===== config.mk =====
export PLATFORM = sky130hd
export DESIGN_NAME = wb_j1_arbiter
export DESIGN_NICKNAME = d
export VERILOG_FILES = /design/src/rtl/wb_j1_arbiter.sv
export SDC_FILE = /design/constraint.sdc
export NUM_CORES = 1
export LEC_CHECK = 0
export BUFFER_PORTS_ARGS = -buffer_cell sky130_fd_sc_hd__buf_2
export CAP_MARGIN = 20
export CORE_MARGIN = 2
export CORE_UTILIZATION = 44
export DETAILED_ROUTE_END_ITERATION = 10
export PLACE_DENSITY_LB_ADDON = 0.3
export SETUP_SLACK_MARGIN = 0.02
export SLEW_MARGIN = 20
export SYNTH_ARGS = -nofsm -noshare
export SYNTH_HDL_FRONTEND = slang
export SYNTH_SLANG_ARGS = --single-unit

===== constraint.sdc =====
create_clock -name clk -period 2 [get_ports clk]
set_input_delay 0.2 -clock clk [delete_from_list [all_inputs] [get_ports clk]]
set_output_delay 0.2 -clock clk [all_outputs]
set_load 0.1 [all_outputs]

===== src/rtl/wb_j1_arbiter.sv =====
// wb_j1_arbiter: shares one Wishbone classic master port between the J1
// instruction-fetch bus (ibus) and data bus (dbus). Each access is a
// registered Wishbone cycle. The served requester gets a one-cycle ack or
// err pulse. A cycle that hangs longer than TIMEOUT cycles is aborted with
// an error.
module wb_j1_arbiter #(
    parameter int unsigned AW      = 16,
    parameter int unsigned DW      = 16,
    parameter int unsigned TIMEOUT = 255
) (
    input  logic          clk,
    input  logic          rst_n,
    // instruction fetch bus
    input  logic          ibus_re,
    input  logic [AW-1:0] ibus_adr,
    output logic [DW-1:0] ibus_dat,
    output logic          ibus_ack,
    output logic          ibus_err,
    // data bus
    input  logic          dbus_re,
    input  logic          dbus_we,
    input  logic [AW-1:0] dbus_adr,
    input  logic [DW-1:0] dbus_dat_m,
    output logic [DW-1:0] dbus_dat_s,
    output logic          dbus_ack,
    output logic          dbus_err,
    // Wishbone master port
    output logic          wb_cyc,
    output logic          wb_stb,
    output logic          wb_we,
    output logic [AW-1:0] wb_adr,
    output logic [DW-1:0] wb_dat_m,
    input  logic [DW-1:0] wb_dat_s,
    input  logic          wb_ack,
    input  logic          wb_err,
    // status
    output logic          busy
);

    typedef enum logic [1:0] {
        IDLE,
        ICYC,
        DCYC
    } state_t;

    typedef enum logic {
        IBUS,
        DBUS
    } grant_t;

    // Counter only has to reach TIMEOUT-1; it saturates when TIMEOUT is 0.
    localparam int unsigned CW = (TIMEOUT < 2) ? 1 : $clog2(TIMEOUT + 1);
    localparam logic [CW-1:0] TO_LAST = (TIMEOUT == 0) ? '0 : CW'(TIMEOUT - 1);

    state_t        state;
    grant_t        last_grant;
    logic [CW-1:0] cnt;

    logic elig_i;
    logic elig_d;
    logic grant_i;
    logic grant_d;
    logic timed_out;
    logic term_ok;
    logic term_err;

    // Arbitration and termination decode.
    // A requester whose completion pulse is high this cycle is masked so
    // that its still-asserted stale request is not granted again.
    always_comb begin
        elig_i    = ibus_re & ~(ibus_ack | ibus_err);
        elig_d    = (dbus_re | dbus_we) & ~(dbus_ack | dbus_err);
        grant_d   = elig_d & (~elig_i | (last_grant == IBUS));
        grant_i   = elig_i & ~grant_d;
        timed_out = (TIMEOUT != 0) && (cnt == TO_LAST);
        term_ok   = wb_ack & ~wb_err;
        term_err  = wb_err | (~wb_ack & timed_out);
    end

    // Arbiter FSM with all bus and completion outputs registered.
    always_ff @(posedge clk) begin
        if (!rst_n) begin
            state      <= IDLE;
            last_grant <= IBUS;
            cnt        <= '0;
            wb_cyc     <= 1'b0;
            wb_stb     <= 1'b0;
            wb_we      <= 1'b0;
            wb_adr     <= '0;
            wb_dat_m   <= '0;
            ibus_dat   <= '0;
            ibus_ack   <= 1'b0;
            ibus_err   <= 1'b0;
            dbus_dat_s <= '0;
            dbus_ack   <= 1'b0;
            dbus_err   <= 1'b0;
        end else begin
            ibus_ack <= 1'b0;
            ibus_err <= 1'b0;
            dbus_ack <= 1'b0;
            dbus_err <= 1'b0;
            unique case (state)
                IDLE: begin
                    if (grant_d) begin
                        state      <= DCYC;
                        last_grant <= DBUS;
                        cnt        <= '0;
                        wb_cyc     <= 1'b1;
                        wb_stb     <= 1'b1;
                        wb_we      <= dbus_we;
                        wb_adr     <= dbus_adr;
                        wb_dat_m   <= dbus_dat_m;
                    end else if (grant_i) begin
                        state      <= ICYC;
                        last_grant <= IBUS;
                        cnt        <= '0;
                        wb_cyc     <= 1'b1;
                        wb_stb     <= 1'b1;
                        wb_we      <= 1'b0;
                        wb_adr     <= ibus_adr;
                        wb_dat_m   <= '0;
                    end
                end
                ICYC, DCYC: begin
                    if (term_ok | term_err) begin
                        state  <= IDLE;
                        wb_cyc <= 1'b0;
                        wb_stb <= 1'b0;
                        wb_we  <= 1'b0;
                        if (state == DCYC) begin
                            dbus_ack   <= term_ok;
                            dbus_err   <= term_err;
                            dbus_dat_s <= term_ok ? wb_dat_s : '0;
                        end else begin
                            ibus_ack   <= term_ok;
                            ibus_err   <= term_err;
                            ibus_dat   <= term_ok ? wb_dat_s : '0;
                        end
                    end else if (cnt != '1) begin
                        cnt <= cnt + 1'b1;
                    end
                end
                default: begin
                    state <= IDLE;
                end
            endcase
        end
    end

    // Busy while a cycle is open or a completion pulse is still visible.
    always_comb begin
        busy = wb_cyc | ibus_ack | ibus_err | dbus_ack | dbus_err;
    end

endmodule


== Word-level counts from Yosys, hierarchy flattened ==
Index checks and enable logic that the tools add are counted.
Word-level totals
  word-level logic and storage cells: 83
  output and inout port bits: 72
  bits in registers: 81
Operators by class
  equal/unequal tests: 8
  bitwise gates (word level): 27
  reduce and logical (&&, ||, !) cells: 12
  muxes and demuxes: 22
  add/subtract/negate cells: 1
Operators with widths (number)
  $mux W16: 5
  $mux W8: 4
  $pmux W8 S2: 1
  $not A1 Y1: 11
  $or A1 B1 Y1: 10
  $reduce_and A3 Y1: 3
  $add A8 B1 Y8 const B: 1
  $eq A8 B8 Y1 const B: 1
  $ne A8 B8 Y1 const B: 1
  $reduce_and A4 Y1: 2
  $and A1 B1 Y1: 6
  $mux W1: 6
  $mux W2: 3
  $ne A2 B2 Y1 const B: 3
  $pmux W1 S2: 2
  $pmux W2 S2: 1
  $reduce_and A2 Y1: 2
  $reduce_bool A2 Y1: 2
  $reduce_or A4 Y1: 1
  $ne A3 B3 Y1 const B: 1
  $eq A2 B1 Y1 const B: 1
  $eq A2 B2 Y1 const B: 1
  $logic_not A2 Y1: 1
  $reduce_or A2 Y1: 1

== Depth between registers and ports, before layout ==
Gate-level depths: netlist of the first run.
  depth after elaboration: 11
  mapped depth: 9
  mapped depth without buffers: 6

== Worst setup path after synthesis of the first run ==
No wires, ideal clock.
  path type: register -> register
  from: reg ibus_err
  to: reg wb_adr[10]
  library setup time: 0.142 ns
  path buffers: 2
  arrival time: 2.055 ns
  slack: -0.197 ns
  required time: 1.858 ns
  cell stages (with the launch flop): 7
  clock period less this slack: 2.197 ns
  cell sequence: dfxtp_1 nor3b_2 a211oi_1 buf_4 buf_8 mux2i_1 a211oi_2
On the way
  cells in the longest elaborated chain, start to end: 10
RTL lines
  from (decl): RTL line 18  | output logic ibus_err,
  from (signal assigned): RTL line 136  | ibus_err <= term_err;
  $or A1 B1 Y1 *: RTL line 71  | elig_i = ibus_re & ~(ibus_ack | ibus_err);
  $not A1 Y1 *: RTL line 71
  $and A1 B1 Y1 *: RTL line 71
  $not A1 Y1: RTL line 73  | grant_d = elig_d & (~elig_i | (last_grant == IBUS));
  $or A1 B1 Y1: RTL line 73
  $and A1 B1 Y1: RTL line 73
  $not A1 Y1: RTL line 74  | grant_i = elig_i & ~grant_d;
  $and A1 B1 Y1: RTL line 74
  $reduce_bool A2 Y1 (no line)
  $reduce_and A2 Y1 (no line)
  to (signal assigned): RTL line 111  | wb_adr <= dbus_adr;
  to (signal assigned): RTL line 120  | wb_adr <= ibus_adr;
  to (decl): RTL line 31  | output logic [AW-1:0] wb_adr,
Every way passes the cells marked *; elsewhere a longest branch is shown, timed or not.
A chain may end at the register's enable or synchronous reset.

== Worst setup path in the final report of the first run ==
  from: reg dbus_ack
  to: out busy
On the way
  cells in the longest elaborated chain, start to end: 2
RTL lines
  from (decl): RTL line 25  | output logic dbus_ack,
  from (signal assigned): RTL line 131  | dbus_ack <= term_ok;
  $or A1 B1 Y1 (2 in series): RTL line 152  | busy = wb_cyc | ibus_ack | ibus_err | dbus_ack | dbus_err;
  to (decl): RTL line 37  | output logic busy
No other way between the ends.

==> reports/qor.yml, run 1 <==
clk-insertion-delay-late_ps: 360
ys.flop_type: "dfxtp_1"
die-area_mm2: 0.00907
cap_violations: 0
endpoint_kind: "output pin"
ys_top_cells_by_area: "dfxtp_1, a21oi_1, o21ai_0"
clk_pin_slew_worst_paths_ps: 90
setup-tns-final_ps: 0
cts-root-buf: "clkbuf_8"
fin_crit_sh_pct: 95.8
synth_seq_area_share_pct: 44.3
synth_top_area_share_pct: 44.3
grt_pass1_vias: 3426
initial_utilization_pct: 45.0
min_period_ps: 1920
areaGrowthSynthToFinish_pct: 30.0
netlist_instances: 413
portBuffers: 142
grt_pass1_wl_um: 15900
grt_busiest_layer: "met2"
antenna_left: 0
hold_viol: 0
num_antenna_cells: 0
drt-initial-drc-count: 142
die_y_um: 95.2
async_flop_share_pct: 0
slew_headroom_pct: 63.8
cts.htree.levels: 3
core_mm2: 0.00813
outcome: "finished, final reports clean"
viasPerCell: 5.62
fp-row-count: 33
synth_seq_cells: 81
hold_class: "in -> reg"
use_met2_pct: 34.1
power_density_mw_per_mm2: 1200
hold_buffers: 0
arrival_ps: 1720
path_class: "reg -> out"
firstDrtPassIters: 4
nets: 618
setup_viol_count_final: 0
drc: 0
fin_cells: 652
grt.met3_usage_pct: 3.95
tightest_slew_ps: 542
tritoncts: "done"
slew_violations: 0
leakagePower_nw: 2.09
clkSinkCount: 81
grt_util_all_layers_pct: 21.9
io-pin-count: 143
crit_required_ps: 1800
fmax_mhz: 522
dp.final_hpwl_um: 6800
grt_max_degree: 35
vias: 3667
startpoint_type: "flop"
grt-ovfl-total: 0
layout-drive-gt1-share_pct: 37.7
grt_antenna_before_repair: 0
peakVddDrop_mv: 0.701
yosys_warnings: 0
numCtsBuffers: 9
rsz0062_at_grt: "false"
synthDistinctLibCells: 47
place_congestion: 0.883
avgSynthCellArea_um2: 8.87
synth-edff-count: 0
use_met1_pct: 29.2
die_x_um: 95.2
yosysTopAreaCell: "dfxtp_1"
syn_nets: 489
crit_fanout: 6
wl_per_cell_um: 15.5
clock_skew_ps: 13.2
clock_path_buffers: 2
dp.cells: 636
drt-total-wl_um: 10100
syn_area_mm2: 0.00366
[synthesized netlist by cell type, drive strengths merged (2+ instances only)]
| library cell | instances |
|---|---|
| a211o | 4 |
| nand2 | 21 |
| o21a | 3 |
| ha | 5 |
| or3 | 2 |
| mux2i | 20 |
| buf | 17 |
| o31ai | 3 |
| o21ai | 52 |
| inv | 7 |
| o211ai | 5 |
| nand3b | 3 |
| dfxtp | 81 |
| nand4 | 35 |
| nor2 | 6 |
| and4 | 3 |
| nor4 | 3 |
| and3 | 6 |
| or4 | 3 |
| clkbuf | 26 |
| a21oi | 69 |
| a211oi | 17 |
| nand3 | 3 |
| o211a | 2 |
[per-layer routing]
metal | wire length (µm) | vias up | part of all wire, %
met3 | 685 | 16 | 6.8
met1 | 4520 | 1713 | 45
met4 | 201 | 0 | 2.0
met2 | 4660 | 139 | 46
met5 | 0 | - | 0
li1 | - | 1799 | -
[layout by cell type, fill, tap and decap left out, types with 9 or more instances in the layout]
cell,count
nand4_1,35
o21ai_0,51
buf_2,141
a21oi_1,68
mux2i_1,20
buf_4,18
nand2_1,21
dfxtp_1,77
clkbuf_8,9
[worst max-delay path, cell delays in order, from the launching register on]
cell and delay [ps]:
dfxtp_2 320, or2_1 360, or4_4 450, buf_4 240
[kinds of logic after synthesis]
logic type               Yosys count  share of synthesized area [%]
AO/OA/AOI/OAI                    164                           27.3
AND/OR/NAND/NOR                   93                           14.9
multiplexers                      20                           5.47
flip-flops                        81                           44.3
buffers and inverters             50                           6.29
adder cells (fa/ha/maj)            5                           1.71
[through the flow]
step	setup slack [ps]	hold slack (ps)	area (µm²)	util, %	power [mW]
after floorplan	78.8	340	3670	-	3.93
after global placement	66.8	446	4480	55.1	4.40
final	83.2	77.6	4760	58.5	5.71
after CTS	23.7	62.7	4700	57.8	5.69
after global routing	9.54	60.2	4760	58.5	5.97
after detailed placement	10.6	450	4480	55.1	4.42
[state kept, by name (all words and copies together), names as in the netlist]
signal and cells:
dbus_ack 1, wb_dat_m 16, dbus_dat_s 16, wb_adr 16, wb_we 1, wb_stb 1, dbus_err 1, last_grant 1
cnt 8, ibus_dat 16, ibus_ack 1, ibus_err 1, state 2
[power by group]
group / internal (mW) / switching, mW / leakage [nW]
Sequential: 1.78 / 0.0899 / 0.663
Clock: 0.599 / 0.670 / 0.102
Combinational: 0.584 / 1.99 / 1.32
Total: 2.96 / 2.75 / 2.09
[final timing paths]
kind	cells after the start	start	end	slack, ps
max	3	dbus_ack$_SDFF_PN0_	busy	80
min	3	dbus_dat_m[1]	wb_dat_m[1]$_SDFFE_PN0P_	80
max reg2reg	4	dbus_ack$_SDFF_PN0_	cnt[7]$_SDFFE_PN0P_	130
min reg2reg	2	wb_dat_m[0]$_SDFFE_PN0P_	wb_dat_m[0]$_SDFFE_PN0P_	470
[what timing repair did]
action | in CTS | in global routing
pin swaps | 0 | 0
setup endpoints to repair | 19 | 40
setup buffers | 0 | 0
gates resized for setup | 3 | 10
[cell type report]
type                            instances  area, µm²
Inverter                                7       26.3
Timing Repair Buffer                  161        876
Sequential cell                        81       1630
Fill cell                             746       3370
Clock inverter                          7       83.8
Multi-Input combinational cell        282       1890
Clock buffer                            9        124
Tap cell                              105        131
Note: power is estimated with default switching activity, not from simulation.
==> inputs of run 2 (changes only) <==
--- a/config.mk
+++ b/config.mk
@@ -7,6 +7,7 @@
 export LEC_CHECK = 0
 export BUFFER_PORTS_ARGS = -buffer_cell sky130_fd_sc_hd__buf_2
 export CAP_MARGIN = 20
+export CORE_ASPECT_RATIO = 1.75
 export CORE_MARGIN = 2
 export CORE_UTILIZATION = 44
 export DETAILED_ROUTE_END_ITERATION = 10
==> run 2 against run 1 <==
  * Sequential cell count is the same
  * Sequential share of layout area shrank 0.17 points
  * Global-route usage shrank 0.40 points
  * Power grew 4.5%
  * Wire length shrank 1.8%
  * Critical endpoint is now cnt[2]$_SDFFE_PN0P_
  * Maximum frequency shrank 1.5%
  * Critical path depth grew 3
  * Worst setup slack lost 30 ps
  * Via count grew 0.90%
  * Non-clock buffer count is the same
==> reports/qor.yml, run 2 (synthesized netlist as in run 1, its figures left out) <==
layout-drive-gt1-share_pct: 36.6
fin_util_pct: 58.3
fin_crit_sh_pct: 97.3
met3_length_um: 624
hold_viol: 0
wl_per_cell_um: 15.5
endpoint_kind: "flop"
cap_violations: 0
clkSinkCount: 81
fp-row-count: 44
nets: 618
hp-start: "dbus_dat_m[3]"
die_x_um: 73.0
cts.htree.levels: 3
min_period_ps: 1950
hold_class: "in -> reg"
vias: 3700
reg2reg_to: "cnt[2]$_SDFFE_PN0P_"
core_mm2: 0.00820
drt-met1-wl_um: 3890
critPathSlowestCell: "dfxtp_1"
slew_headroom_pct: 56.4
stdcell_area_mm2: 0.00479
grt_pass1_vias: 3417
critical_path_buf_inv_count: 1
layout_common_cells: "buf_2, dfxtp_1, a21oi_1"
worst_path_dominant_cell_family: "simple AND/OR/NAND/NOR gates"
antenna_left: 0
setup_viol_count_final: 0
startpoint_type: "flop"
grt_pass1_wl_um: 15700
firstDrtPassIters: 5
setup-tns-final_ps: 0
die_y_um: 125
grt_util_all_layers_pct: 21.5
grt_max_degree: 35
tightest_slew_ps: 653
crit_required_ps: 2200
max_stage_delay_ps: 370
die-area_mm2: 0.00910
r2r_cells: 6
peakVddDrop_mv: 0.694
clock_skew_ps: 8.15
drt-initial-drc-count: 176
tritoncts: "done"
power_density_mw_per_mm2: 1250
grt_antenna_before_repair: 0
path_class: "reg -> reg"
crit_fanout: 7
critPathLaunch: "state[1]$_SDFFE_PN0P_"
grt-ovfl-total: 0
arrival_ps: 2150
drc: 0
fmax_mhz: 514
clock_path_buffers: 2
placed_area_mm2: 0.00448
fin_cells: 638
critical_path.cell_chain: "inv_1 -> ha_1 -> and4_1 -> a21o_2 -> nor3_1 -> o221ai_1"
cts-root-buf: "clkbuf_16"
dp.final_hpwl_um: 7010
num_antenna_cells: 0
holdPathStages: 3
top_layer: "met4"
outcome: "finished, final reports clean"
leakagePower_nw: 2.13
clk_pin_slew_worst_paths_ps: 60
rsz0062_at_grt: "true"
dp.cells: 623
hold_end: "wb_dat_m[3]$_SDFFE_PN0P_"
portBuffers: 142
io-pin-count: 143
numCtsBuffers: 9
r2r_start: "state[1]$_SDFFE_PN0P_"
route.met2.wl_um: 5120
clk-insertion-delay-late_ps: 340
initial_utilization_pct: 44.6
viasPerCell: 5.80
fillers: 738
place_congestion: 0.881
drt-total-wl_um: 9900
r2r_slack_ps: 50
final_common_cell: "buf_2"
areaGrowthSynthToFinish_pct: 30.7
slew_violations: 0
## run 2: changes by cell type in the layout (fill, tap and decap cells not counted), moves of 2 or more
cell       before  now
clkinv_4        2    0
clkbuf_8        9    3
nor4_1          0    2
inv_6           2    0
clkbuf_16       0    9
buf_4          18   16
## run 2: power by group
group	leakage, nW	switching (mW)	internal [mW]	total, mW
Combinational	1.33	1.97	0.571	2.54
Sequential	0.663	0.0915	1.78	1.87
Clock	0.138	0.625	0.933	1.56
Total	2.13	2.69	3.29	5.97
## run 2: layout make-up
cell class	count	area, µm²	area share (%)
Multi-Input combinational cell	282	1840	38.5
Sequential cell	81	1630	34.0
Timing Repair Buffer	161	892	18.6
Clock buffer	13	270	5.65
Tap cell	92	115	2.41
Inverter	7	26.3	0.549
Clock inverter	2	12.5	0.261
## run 2: how the worst max path moves through the flow
stage / cells past startpoint / end
global placement: 6 / cnt[2]$_SDFFE_PN0P_
finish: 6 / cnt[2]$_SDFFE_PN0P_
global route: 6 / cnt[2]$_SDFFE_PN0P_
floorplan: 8 / cnt[3]$_SDFFE_PN0P_
CTS: 4 / busy
detailed placement: 7 / dbus_dat_s[13]$_SDFFE_PN0P_
## run 2: metal layers
metal / vias to the layer above / GRT usage [%]
met2: 158 / 37.3
met1: 1723 / 23.8
met3: 23 / 4.61
met5: - / 0
met4: 0 / 11.1
li1: 1796 / -
## run 2: tightest hold or removal path: stages
cell	delay [ps]
buf_2	100
nand2_1	40
a21oi_1	50
## run 2: stage by stage
stage                     setup slack [ps]  power, mW  hold slack, ps
after floorplan                       78.8       3.93             340
after global placement                90.4       4.39             446
after detailed placement              45.4       4.42             456
after CTS                             20.2       6.00            94.8
after global routing                 -22.0       6.23             102
final                                 53.1       5.97             105
## run 2: repair_timing
item,CTS,global route
gates resized for setup,2,5
hold buffers,0,0
buffers inserted,0,0
endpoints found under the setup margin,1,40
